**src/rtl/maxnet_feeder.sv**
```systemverilog
// Input stage for the 4-input MaxNet core: buffers four operands, pulses start,
// waits for the core's done edge (with timeout), and streams the max result out.
module maxnet_feeder #(
  parameter int WIDTH   = 32,
  parameter int TIMEOUT = 1024
) (
  input  logic             clk,
  input  logic             rst,
  input  logic             in_valid,
  input  logic [WIDTH-1:0] in_data,
  output logic             in_ready,
  output logic             nn_start,
  output logic [WIDTH-1:0] nn_inp1,
  output logic [WIDTH-1:0] nn_inp2,
  output logic [WIDTH-1:0] nn_inp3,
  output logic [WIDTH-1:0] nn_inp4,
  input  logic [WIDTH-1:0] nn_max,
  input  logic             nn_done,
  output logic             res_valid,
  output logic [WIDTH-1:0] res_data,
  input  logic             res_ready,
  output logic             busy,
  output logic             timeout_err,
  output logic [1:0]       state_dbg
);

  // Handshakes: a word (or result) transfers on a rising clk edge where
  // valid and ready are both high; valid must not depend on ready.

  typedef enum logic [1:0] {
    S_LOAD = 2'd0,
    S_FIRE = 2'd1,
    S_WAIT = 2'd2,
    S_OUT  = 2'd3
  } state_t;

  localparam logic [15:0] WCNT_LAST = 16'(TIMEOUT - 1);

  state_t      state, state_nx;
  logic [1:0]  cnt;
  logic [15:0] wcnt;
  logic        done_q;
  logic        accept;
  logic        done_rise;
  logic        wait_expired;

  assign in_ready     = (state == S_LOAD) & rst;
  assign accept       = in_valid & in_ready;
  assign done_rise    = nn_done & ~done_q;
  assign wait_expired = (wcnt == WCNT_LAST);
  assign nn_start     = (state == S_FIRE);
  assign busy         = (state != S_LOAD);
  assign state_dbg    = state;

  always_comb begin
    state_nx = state;
    case (state)
      S_LOAD: if (accept && cnt == 2'd3) state_nx = S_FIRE;
      S_FIRE: state_nx = S_WAIT;
      // A done edge on the terminal wait cycle still counts as completion.
      S_WAIT: begin
        if (done_rise)         state_nx = S_OUT;
        else if (wait_expired) state_nx = S_LOAD;
      end
      S_OUT:  if (res_ready) state_nx = S_LOAD;
      default: state_nx = S_LOAD;
    endcase
  end

  always_ff @(posedge clk or negedge rst) begin
    if (!rst) begin
      state       <= S_LOAD;
      cnt         <= 2'd0;
      wcnt        <= 16'd0;
      done_q      <= 1'b0;
      nn_inp1     <= '0;
      nn_inp2     <= '0;
      nn_inp3     <= '0;
      nn_inp4     <= '0;
      res_data    <= '0;
      res_valid   <= 1'b0;
      timeout_err <= 1'b0;
    end else begin
      state  <= state_nx;
      done_q <= nn_done;

      if (accept) begin
        case (cnt)
          2'd0: nn_inp1 <= in_data;
          2'd1: nn_inp2 <= in_data;
          2'd2: nn_inp3 <= in_data;
          2'd3: nn_inp4 <= in_data;
          default: ;
        endcase
        cnt <= cnt + 2'd1;
        if (cnt == 2'd0) timeout_err <= 1'b0;
      end

      if (state == S_FIRE)      wcnt <= 16'd0;
      else if (state == S_WAIT) wcnt <= wcnt + 16'd1;

      // Operands are left untouched on abort so the core's inputs stay stable.
      if (state == S_WAIT) begin
        if (done_rise) begin
          res_data  <= nn_max;
          res_valid <= 1'b1;
        end else if (wait_expired) begin
          timeout_err <= 1'b1;
        end
      end

      if (state == S_OUT && res_ready) res_valid <= 1'b0;
    end
  end

endmodule
```
**config.mk**
```make
export PLATFORM = sky130hd
export DESIGN_NAME = maxnet_feeder
export DESIGN_NICKNAME = d
export VERILOG_FILES = /design/src/rtl/maxnet_feeder.sv
export SDC_FILE = /design/constraint.sdc
export NUM_CORES = 1
export LEC_CHECK = 0
export BUFFER_PORTS_ARGS = -buffer_cell sky130_fd_sc_hd__buf_4
export CAP_MARGIN = 0
export CELL_PAD_IN_SITES_DETAIL_PLACEMENT = 1
export CELL_PAD_IN_SITES_GLOBAL_PLACEMENT = 1
export CORE_MARGIN = 2
export CORE_UTILIZATION = 40
export DETAILED_ROUTE_END_ITERATION = 10
export PLACE_DENSITY = 0.9
export SYNTH_ARGS = -nofsm -noshare
export SYNTH_HDL_FRONTEND = slang
export SYNTH_SLANG_ARGS = --single-unit
```
**constraint.sdc**
```tcl
create_clock -name clk -period 2.4 [get_ports clk]
set_input_delay 0.24 -clock clk [delete_from_list [all_inputs] [get_ports clk]]
set_output_delay 0.24 -clock clk [all_outputs]
set_load 0.005 [all_outputs]
```
# After elaboration in Yosys (flattened, before gate mapping)
# Index checks and enable logic that the tools add are counted.
dict set report totals {
  out_inout_bits 167
  memories 0
  rom_bits 0
  latch_bits 0
  ram_bits 0
  word_cells 57
  register_bits 183
}
dict set report classes {
  n_lt_le_gt_ge 0
  n_shift 0
  bitwise 4
  div_mod_pow 0
  mux 15
  n_mul 0
  reduce_logical 15
  addsub 2
  n_eq_ne 10
}
# op n
set ops {}
lappend ops {{$mux 16} 2}
lappend ops {{$add 16x1->16 const B} 1}
lappend ops {{$eq 16x10->1 const B} 1}
lappend ops {{$reduce_and 2->1} 6}
lappend ops {{$eq 2x2->1 const B} 4}
lappend ops {{$mux 1} 8}
lappend ops {{$mux 2} 4}
lappend ops {{$pmux 2 s4} 1}
lappend ops {{$reduce_bool 2->1} 4}
lappend ops {{$eq 2x1->1 const B} 2}
lappend ops {{$logic_not 2->1} 2}
lappend ops {{$and 1x1->1} 3}
lappend ops {{$ne 3x3->1 const B} 1}
lappend ops {{$reduce_and 3->1} 1}
lappend ops {{$add 2x1->2 const B} 1}
lappend ops {{$logic_and 1x1->1} 2}
lappend ops {{$ne 2x1->1 const B} 1}
lappend ops {{$ne 2x2->1 const B} 1}
lappend ops {{$not 1->1} 1}

# Logic depth before layout (Yosys ltp)
dict set report depth {
  word_depth 7
  mapped_depth 7
  ltp_nobuf 6
}

# Worst setup path after synthesis
# No wires, ideal clock.
dict set report synth_timing {
  kind {register to register}
  startpoint {register state[1], in the netlist state_dbg[1]}
  endpoint {register nn_inp1[10]}
  slack_ps 557
  arrival_ps 1719
  n_path_buf 2
  stages_incl_launch_ff 8
  t_required_ps 2275
  path_cell_list {dfrtp_1 -> inv_1 -> ha_1 -> and3_1 -> buf_2 -> nand2_1 -> buf_2 -> mux2_2}
}
dict set report synth_via {
  elab_chain_cells 4
}
# item line
set synth_rtl {}
lappend synth_rtl {{start: declaration} 39} ;# state_t state, state_nx;
lappend synth_rtl {{start signal: assignment} 84} ;# state <= state_nx;
lappend synth_rtl {{$logic_not 2->1} 47} ;# assign in_ready = (state == S_LOAD) & rst;
lappend synth_rtl {{$and 1x1->1} 47}
lappend synth_rtl {{$and 1x1->1} 48} ;# assign accept = in_valid & in_ready;
lappend synth_rtl {{$reduce_and 2->1 (no source line)} --}
lappend synth_rtl {{end signal: assignment} 89} ;# 2'd0: nn_inp1 <= in_data;
lappend synth_rtl {{end: declaration} 13} ;# output logic [WIDTH-1:0] nn_inp1,
# Every way passes these cells.
# A chain may end at the register's enable or synchronous reset.

# Final worst setup path
dict set report layout_timing {
  startpoint {register state[1], in the netlist state_dbg[1]}
  endpoint {register nn_inp4[19]}
}
dict set report layout_via {
  elab_chain_cells 4
}
# item line
set layout_rtl {}
lappend layout_rtl {{$logic_not 2->1} 47}
lappend layout_rtl {{$and 1x1->1} 47}
lappend layout_rtl {{$and 1x1->1} 48}
lappend layout_rtl {{$reduce_and 2->1 (no source line)} --}
lappend layout_rtl {{end signal: assignment} 92} ;# 2'd3: nn_inp4 <= in_data;
lappend layout_rtl {{end: declaration} 16} ;# output logic [WIDTH-1:0] nn_inp4,
# Every way passes these cells.

==> metrics.md <==
| Metric | Value |
|---|---|
| CORE AREA | `17800 um2` |
| WP data required | `2.71 ns` |
| Post-route setup TNS | `0 ns` |
| Overflow after GRT | `0` |
| Total wire length | `18.9 mm` |
| TritonCTS Buffers | `17` |
| Vias per cell | `5.07` |
| Area Overhead vs Synth | `38.0%` |
| Top cells by count, synth | `dfrtp_1, mux2_2, nand2_1, buf_2, ha_1` |
| Hold_ws | `-0.173 ns` |
| Tightest Pin Transition | `1.18 ns` |
| VDD IR-drop max | `0.000585 V` |
| Worst Path Max Fanout | `30` |
| Post-synth top flop | `dfrtp_1` |
| Tmin final | `2.21 ns` |
| Async SR Flop Fraction | `100%` |
| Post-synth net total | `552` |
| Maximum clock path buffer count | `2` |
| Most frequent cell after synthesis | `dfrtp_1` |
| Reg clk slew, reported paths | `0.07 ns` |
| Unrepaired setup endpoints after global routing | `false` |
| Share of cells above drive strength 1 | `61.2%` |
| Flop and latch count out of synthesis | `183` |
| Io pins | `236` |
| # H-tree levels | `4` |
| Ys Warns | `0` |
| Final hold vios | `44` |
| Combinational power share | `36.0%` |
| Slew HR | `21.3%` |
| Reg power frac | `41.4%` |
| Synth Cell Area | `7210 um2` |
| Post-route ant nets | `0` |
| Sw Ratio | `29.9%` |
| CTS tree | `done` |
| Largest net degree at the start of global routing | `184` |
| Slowest stage cell on the critical path | `dfrtp_1` |
| Drt pass-1 iters | `4` |
| Hold crit path type | `input port to asynchronous set/reset pin` |
| Worst-path cell chain | `inv_1, ha_1, and3_1, nand2_2, buf_4, mux2_2` |
| Leakage | `4.92 nW` |
| Psw | `3.80 mW` |
| Antenna diode count | `0` |
| Post-route DRC violation count | `0` |
| Worst path buffer plus inverter count | `2` |
| Post-synthesis cell count | `473` |
| Final period utilization | `91.9%` |
| CP Capture Type | `flop` |
| Status | `finished with violations` |
| I/O Buffers | `235` |
| Finish-stage setup viols | `0` |
| CP Launch Type | `flop` |
| Critical Path AT | `2.51 ns` |
| Setup ws final | `0.195 ns` |
| Clk pwr share | `22.6%` |
| Die area | `19100 um2` |
| Post-DR wirelength/cell | `19.5 um` |
| Total Routing Usage GR | `20.4%` |
| Cell internal pwr | `8.91 mW` |
| Chip Width | `138 um` |
| Sequential area share after synthesis | `63.5%` |
| Clk_lat worst skew | `0.42 ns` |
| Root Buffer | `clkbuf_16` |
| Syn Area/Cell | `15.3 um2` |
| Rows | `49` |
| DP Worst Slack | `0.196 ns` |
| Dpl hpwl | `13.8 mm` |
| Sequential cell area | `4580 um2` |
| Worst path max stage delay | `0.46 ns` |
| TritonCTS Sinks | `183` |
| Via count | `4897` |
| P per Cell Area | `1280 nW/um2` |
| Vias in the first global route | `5618` |
| Antenna violations before repair | `0` |
| Multi-input gate area | `2530 um2` |
| Net count, final | `803` |
| Delay-heaviest family, CP | `buffers and inverters` |
| FILL cells | `1775` |
| Cell taking the most area after synthesis | `dfrtp_1` |
| EDFF count, synth | `0` |
| Fin util | `55.8%` |
| Placed cell area | `9300 um2` |
| Max Fclk | `0.453 GHz` |
| Worst clock skew | `0.0123 ns` |
| Final instance area | `9960 um2` |
| Final GP Congestion | `0.768` |
| First-pass GRT wire length | `30.8 mm` |
| Leading post-synthesis cells by cell area | `dfrtp_1, mux2_2, ha_1, buf_2, nand2_1` |
| Area share of the largest cell type after synthesis | `63.5%` |
| Initial DRC Count | `164` |
| Initial core utilization | `40.4%` |
| Die H | `138 um` |
| WS Path Type | `flop to flop` |
| Fin. max-slew vios | `0` |
| Synth cell types | `38` |
| Max Cap Violations | `0` |
| Failing checks | `negative hold slack` |
-- layout by cell type, fill, tap and decap left out, types with 3 or more instances in the layout --
| master | n |
|---|---|
| xor2_1 | 4 |
| nand2_2 | 4 |
| o21ai_0 | 5 |
| a21oi_1 | 6 |
| clkinv_4 | 3 |
| nand2_1 | 10 |
| clkbuf_16 | 17 |
| clkinvlp_4 | 3 |
| mux2_2 | 162 |
| ha_1 | 10 |
| inv_1 | 9 |
| nor2_1 | 9 |
| buf_4 | 245 |
| nand4_1 | 5 |
| nand3_1 | 7 |
| and4_1 | 4 |
| or3_1 | 3 |
| dfrtp_1 | 183 |
| xnor2_1 | 4 |
-- layout make-up --
class / count / area share, %
Clock buffer: 19 / 4.55
Inverter: 9 / 0.339
Clock inverter: 13 / 1.66
Multi-Input combinational cell: 263 / 25.4
Timing Repair Buffer: 250 / 19.2
Sequential cell: 183 / 46.0
Tap cell: 229 / 2.88
-- final timing paths --
kind / from / to / slack, ns / cells after the start
max reg2reg: state_dbg[1]$_DFFE_PN0P_ / nn_inp4[19]$_DFFE_PN0P_ / 0.19 / 6
max in group asynchronous: rst / wcnt[13]$_DFFE_PN0P_ / 1.55 / 2
max: state_dbg[1]$_DFFE_PN0P_ / nn_inp4[19]$_DFFE_PN0P_ / 0.19 / 6
min reg2reg: nn_inp1[23]$_DFFE_PN0P_ / nn_inp1[23]$_DFFE_PN0P_ / 0.51 / 1
min: rst / cnt[0]$_DFFE_PN0P_ / -0.17 / 2
min in group clk: nn_max[7] / res_data[7]$_DFFE_PN0P_ / 0.04 / 2
-- what timing repair did --
item,4_1_cts,5_1_grt
hold buffers,2,0
endpoints found under the setup margin,0,1
setup buffers,0,3
hold endpoints to repair,2,0
resized for setup,0,0
-- through the flow --
step	total power [mW]	std cells	hold slack [ns]
2_1_floorplan	6.96	473	-0.0556
3_3_place_gp	9.53	929	0.369
3_5_place_dp	9.94	929	0.375
4_1_cts	12.9	963	0.0222
5_1_grt	13.5	966	0.0246
6_report	12.7	966	-0.173
-- power by group through the flow --
stage / Combinational (mW) / Sequential, mW / Clock, mW
finish: 4.57 / 5.26 / 2.87
floorplan: 1.74 / 5.23 / 0
CTS: 4.65 / 5.27 / 2.95
global placement: 4.35 / 5.18 / 0
global route: 4.94 / 5.44 / 3.09
detailed placement: 4.62 / 5.32 / 0
-- registers in the layout, summed over array words and instances (netlist names) --
register and cells:
nn_inp1 32, res_valid 1, nn_inp2 32, state_dbg 2, timeout_err 1, res_data 32, nn_inp4 32, cnt 2
done_q 1, wcnt 16, nn_inp3 32
-- metal layers --
metal | global-route usage [%] | vias up | wire length [um]
met1 | 23.6 | 2533 | 7380
met4 | 5.21 | 0 | 200
li1 | - | 2180 | -
met5 | 0 | - | 0
met2 | 36.9 | 168 | 10200
met3 | 6.27 | 16 | 1140
-- cells by family (layout without fill, tap and decap cells) --
group                    Yosys count  count (layout)  synth area share [%]
XOR/XNOR                           8               8                 0.971
multiplexers                     162             162                  25.3
flip-flops                       183             183                  63.5
buffers and inverters             27             291                  1.63
AO/OA/AOI/OAI                     21              21                  1.80
AND/OR/NAND/NOR                   62              62                  5.10
adder cells (fa/ha/maj)           10              10                  1.73
(Power assumes the default switching activity.)
